**src/rtl/seq_detect_ctrl.sv**
```systemverilog
// rtl/seq_detect_ctrl.sv - serial bit-pattern detector with run control and match counting
//
// Ports:
//   clk          rising-edge clock
//   reset_n      asynchronous active-low reset
//   cfg_we       configuration write strobe (accepted in IDLE/DONE only)
//   cfg_pattern  target pattern, bit 0 = most recently received bit
//   cfg_len      pattern length minus 1 (1..8 bits)
//   cfg_overlap  1 = overlapping detection, 0 = non-overlapping
//   cfg_target   number of matches that ends a run
//   start        begins a run (pulse)
//   abort        terminates a run
//   x_valid      qualifies x
//   x            serial data bit
//   busy         high while running
//   match        one-cycle pulse per detection
//   match_count  detections in the current or last run
//   done         high once the target count has been reached
//   cfg_err      one-cycle pulse on a rejected configuration write or start

module seq_detect_ctrl (
    input  logic       clk,
    input  logic       reset_n,
    input  logic       cfg_we,
    input  logic [7:0] cfg_pattern,
    input  logic [2:0] cfg_len,
    input  logic       cfg_overlap,
    input  logic [7:0] cfg_target,
    input  logic       start,
    input  logic       abort,
    input  logic       x_valid,
    input  logic       x,
    output logic       busy,
    output logic       match,
    output logic [7:0] match_count,
    output logic       done,
    output logic       cfg_err
);

    typedef enum logic [1:0] {
        IDLE = 2'd0,
        RUN  = 2'd1,
        DONE = 2'd2
    } state_t;

    state_t     state;

    // Shadow configuration: a run only ever looks at these copies.
    logic [7:0] sh_pattern;
    logic [2:0] sh_len;
    logic       sh_overlap;
    logic [7:0] sh_target;

    logic [7:0] hist;
    logic [3:0] hcnt;

    logic [7:0] new_hist;
    logic [3:0] new_hcnt;
    logic [3:0] len_p1;
    logic [7:0] mask;
    logic [7:0] count_inc;
    logic       hit;

    // Match is judged on the history as it will be after this bit shifts in.
    // The mask keeps the low len+1 bits; shifting 0xFF right by 7-len gives
    // the same result as (1 << (len+1)) - 1 without a ninth bit.
    always_comb begin
        new_hist  = {hist[6:0], x};
        new_hcnt  = (hcnt >= 4'd8) ? 4'd8 : hcnt + 4'd1;
        len_p1    = {1'b0, sh_len} + 4'd1;
        mask      = 8'hFF >> (3'd7 - sh_len);
        count_inc = match_count + 8'd1;
        hit       = (new_hcnt >= len_p1) && ((new_hist & mask) == (sh_pattern & mask));
    end

    always_ff @(posedge clk or negedge reset_n) begin
        if (!reset_n) begin
            state       <= IDLE;
            sh_pattern  <= 8'h05;
            sh_len      <= 3'd2;
            sh_overlap  <= 1'b1;
            sh_target   <= 8'd1;
            hist        <= 8'h00;
            hcnt        <= 4'd0;
            match_count <= 8'd0;
            match       <= 1'b0;
            cfg_err     <= 1'b0;
        end else begin
            match   <= 1'b0;
            cfg_err <= 1'b0;

            if (cfg_we) begin
                if (state == RUN) begin
                    cfg_err <= 1'b1;
                end else begin
                    sh_pattern <= cfg_pattern;
                    sh_len     <= cfg_len;
                    sh_overlap <= cfg_overlap;
                    sh_target  <= cfg_target;
                end
            end

            case (state)
                IDLE, DONE: begin
                    // start sees the shadow values from before any same-cycle write
                    if (start) begin
                        if (sh_target != 8'd0) begin
                            state       <= RUN;
                            hist        <= 8'h00;
                            hcnt        <= 4'd0;
                            match_count <= 8'd0;
                        end else begin
                            cfg_err <= 1'b1;
                        end
                    end
                end
                RUN: begin
                    if (abort) begin
                        // abort wins over any bit arriving on the same edge
                        state <= IDLE;
                    end else if (x_valid) begin
                        hist <= new_hist;
                        if (hit) begin
                            match       <= 1'b1;
                            match_count <= count_inc;
                            hcnt        <= sh_overlap ? new_hcnt : 4'd0;
                            if (count_inc == sh_target) begin
                                state <= DONE;
                            end
                        end else begin
                            hcnt <= new_hcnt;
                        end
                    end
                end
                default: state <= IDLE;
            endcase
        end
    end

    assign busy = (state == RUN);
    assign done = (state == DONE);

endmodule
```
**config.mk**
```make
export PLATFORM = sky130hd
export DESIGN_NAME = seq_detect_ctrl
export DESIGN_NICKNAME = d
export VERILOG_FILES = /design/src/rtl/seq_detect_ctrl.sv
export SDC_FILE = /design/constraint.sdc
export NUM_CORES = 1
export LEC_CHECK = 0
export CORE_MARGIN = 1.5
export CORE_UTILIZATION = 47
export DETAILED_ROUTE_END_ITERATION = 10
export GPL_ROUTABILITY_DRIVEN = 0
export PLACE_DENSITY = 0.78
export SYNTH_ARGS = -nofsm -noshare
export SYNTH_HDL_FRONTEND = slang
export SYNTH_SLANG_ARGS = --single-unit
```
**constraint.sdc**
```tcl
create_clock -name clk -period 2.4 [get_ports clk]
set_input_delay 0.24 -clock clk [delete_from_list [all_inputs] [get_ports clk]]
set_output_delay 0.24 -clock clk [all_outputs]
set_load 0.05 [all_outputs]
```
==> flow_metrics.tcl <==
set metrics [dict create \
    powerDensity_nw_per_um2 1030 \
    grt_overflow_total 0 \
    area_delta_synth_final_pct 25.7 \
    initial_core_util_pct 49.9 \
    crit-reg2reg-capture "hcnt[1]$_DFFE_PN0P_" \
    worst_pin_slew_ns 0.952 \
    drv_cap 0 \
    finalPower_mw 3.14 \
    detail_route.first_pass.iterations 4 \
    seqCellArea_sq_um 1080 \
    timing.hold.ws_ns 0.0877 \
    synth_cells 224 \
    insertion_delay_ns 0.31 \
    hold_class "input port to async pin" \
    slew_headroom_pct 36.5 \
    max_stage_delay_ns 0.58 \
    numPortBuffers 38 \
    grt_util_met1_pct 28.4 \
    synth_edf_count 0 \
    yosysSeqAreaShare_pct 44.8 \
    p_sw_share_pct 38.0 \
    path_max_fanout 4 \
    reg2regPathDepth 10 \
    grt_usage_pct 20.2 \
    p_clk_share_pct 16.2 \
    use_met3_pct 3.35 \
    dieHeight_um 74.7 \
    synth-async-reset-ratio_pct 100 \
    fin_crit_sh_pct 98.0 \
    synth.net_count 262 \
    post-route-drc-count 0 \
    top_level_ports 39 \
    ys.flop_type "dfrtp_1" \
    fmax_ghz 0.425 \
    detailed_place_hpwl_um 3720 \
    core_sq_um 4850 \
    cpMostUsedCell "ha_4" \
    met2_usage_pct 30.8 \
    cts_tree "built" \
    cts_made_buffers 5 \
    drive_above_1_share_pct 19.8 \
    p_leak_nw 1.31 \
    setup-violations-final 0 \
    root_buffer "clkbuf_8" \
    finalHoldViolCount 0 \
    routed_via_density 5.56 \
    reg2reg_slack_ns 0.05 \
    grt_pass1_vias 1746 \
    cp.arrival_ns 2.55 \
    die_w_um 74.7 \
    slowest_stage "dfstp_2" \
    fillers 402 \
    finalCriticalPeriod_ns 2.35 \
    pwr-share-seq_pct 39.4 \
    drtIter0Drc 130 \
    status "finished clean" \
    avgSynthCellArea_sq_um 10.8 \
    intPower_mw 1.95 \
    worstReg2RegStart "sh_len[1]$_DFFE_PN1P_" \
    diodes 0 \
    vias 1863 \
    rsz0062_at_grt "yes" \
    skew_ns 0.0131 \
    grt_max_degree 44 \
    combPwrFrac_pct 44.5 \
    critPathBufInv 2 \
    critical-path-top-delay-family "adder cells" \
    setup_tns_ns 0 \
    multi_input_area_sq_um 1300 \
    syn_area_sq_um 2420 \
    critical_path_depth 10 \
    htreeDepth 2 \
    crit_path_end "hcnt[1]$_DFFE_PN0P_" \
    cp_data_required_time_ns 2.60 \
    p_switching_mw 1.19 \
    clock_sinks 43 \
    rows 25 \
    wirelength_um 5240 \
    cp-start-kind "register" \
    vdd_drop_max_mv 0.602 \
    antenna_found_initial 0 \
    finalMaxSlewViolations 0 \
    die-area_sq_um 5580 \
    ant_nets 0 \
    wire_per_inst_um 15.6 \
    synth-seq-cells 43 \
    yosys_warnings 0 \
    grt_first_pass_wirelength_um 8420 \
    startpoint "sh_len[1]$_DFFE_PN1P_" \
    path_clk_slew_ns 0.08 \
    crit_path_end_kind "register" \
    layout.nets 305 \
    critical_path_class "register to register" \
    clock_path_buffers 2 \
    path_cells "ha_4 -> inv_4 -> ha_4 -> inv_2 -> ha_4 -> o21ai_2 -> o21bai_1 -> nand4bb_1 -> or2_4 -> a32o_1" \
    top_usage_layer "met2" \
    ys_types 49 \
]
-- per-layer routing --
layer,routed length (um),share of wire [%],vias to the layer above
li1,-,-,889
met1,2380,45,911
met2,2510,48,55
met3,247,4.7,8
met4,99,1.9,0
met5,0,0,-
-- final cells by class --
type / count / area share [%]
Sequential cell: 43 / 35.6
Tap cell: 67 / 2.76
Multi-Input combinational cell: 160 / 42.7
Inverter: 12 / 1.56
Timing Repair Buffer: 45 / 14.1
Clock buffer: 8 / 3.29
-- worst min-delay path by stage --
stage,startpoint,endpoint
4_1_cts,reset_n,hist[6]$_DFFE_PN0P_
2_1_floorplan,reset_n,cfg_err$_DFF_PN0_
6_report,reset_n,hist[1]$_DFFE_PN0P_
3_5_place_dp,reset_n,sh_pattern[5]$_DFFE_PN0P_
3_3_place_gp,reset_n,sh_pattern[3]$_DFFE_PN0P_
5_1_grt,reset_n,sh_len[0]$_DFFE_PN0P_
-- power groups by stage --
stage	registers [mW]	logic, mW	clock network, mW
finish	1.24	1.40	0.507
detailed placement	1.24	1.25	0
floorplan	1.23	0.891	0
CTS	1.22	1.26	0.519
global placement	1.23	1.21	0
global route	1.27	1.54	0.548
-- Yosys cell counts (all sizes together) (3+ instances only) --
cell type	instances	area, sq um
nor2	9	33.8
a32o	5	50.1
and2	7	43.8
nand2b	4	25.0
xnor2	13	114
buf	7	37.5
nor2b	7	43.8
nand3	17	90.1
a22o	7	61.3
nor3	3	20.0
nand2	10	37.5
dfrtp	38	951
mux2	20	225
ha	11	138
inv	12	45.0
nand4	3	18.8
dfstp	5	131
xor2	7	61.3
o21ai	9	45.0
-- worst register-to-register path: cells and delay by family (launching register included) --
family	cells	cell delay (ns)
AOI/OAI and AO/OA	3	0.47
adders and majority gates	3	0.66
buffers and inverters	2	0.08
DFF	1	0.58
and+or+nand+nor	2	0.47
-- stage by stage --
| stage | cells | area [sq um] | setup slack [ns] | util, % |
|---|---|---|---|---|
| after floorplan | 224 | 2420 | 0.206 | - |
| after global placement | 326 | 2870 | 0.125 | 59.3 |
| after detailed placement | 326 | 2870 | 0.0503 | 59.3 |
| after CTS | 334 | 2970 | 0.0408 | 61.3 |
| after global routing | 335 | 3040 | -0.0502 | 62.7 |
| final | 335 | 3040 | 0.0483 | 62.7 |
-- sequential cells by signal (all words and copies together) (netlist names) --
register / flops
match_count: 8
match: 1
sh_pattern: 8
sh_target: 8
cfg_err: 1
state: 2
hcnt: 4
sh_overlap: 1
sh_len: 3
hist: 7
-- placed cells by master (no fill, tap or decap), types with 2 or more instances in the layout --
cell,Yosys,layout
a22o_1,7,7
a22oi_1,2,2
a31oi_1,2,2
a32o_1,5,5
and2_1,6,6
and3_1,2,2
buf_4,1,7
clkbuf_8,0,7
clkdlybuf4s50_1,0,36
dfrtp_1,38,38
dfstp_2,5,5
ha_1,11,8
ha_4,0,3
inv_1,12,10
mux2_1,2,2
mux2_2,18,18
nand2_1,10,10
nand2b_1,4,4
nand3_1,16,16
nand4_1,3,3
nand4bb_1,2,2
nor2_1,9,9
nor2b_1,7,7
nor3_1,2,2
nor4_1,2,2
o21ai_0,8,7
xnor2_1,13,13
xor2_1,7,7
-- logic make-up after synthesis --
logic type                 Yosys count  share of synthesized area (%)
muxes                               20                           9.32
xor gates and xnor gates            20                           7.25
AOI/OAI and AO/OA                   38                           12.4
buffers and inverters               21                           3.73
and+or+nand+nor                     71                           16.9
DFF                                 43                           44.8
adders and majority gates           11                           5.69
-- repair_timing --
item / CTS / global route
setup buffers: 0 / 1
resized for setup: 0 / 13
setup endpoints to repair: 0 / 14
hold buffers: 0 / 0
(Power assumes the default switching activity.)
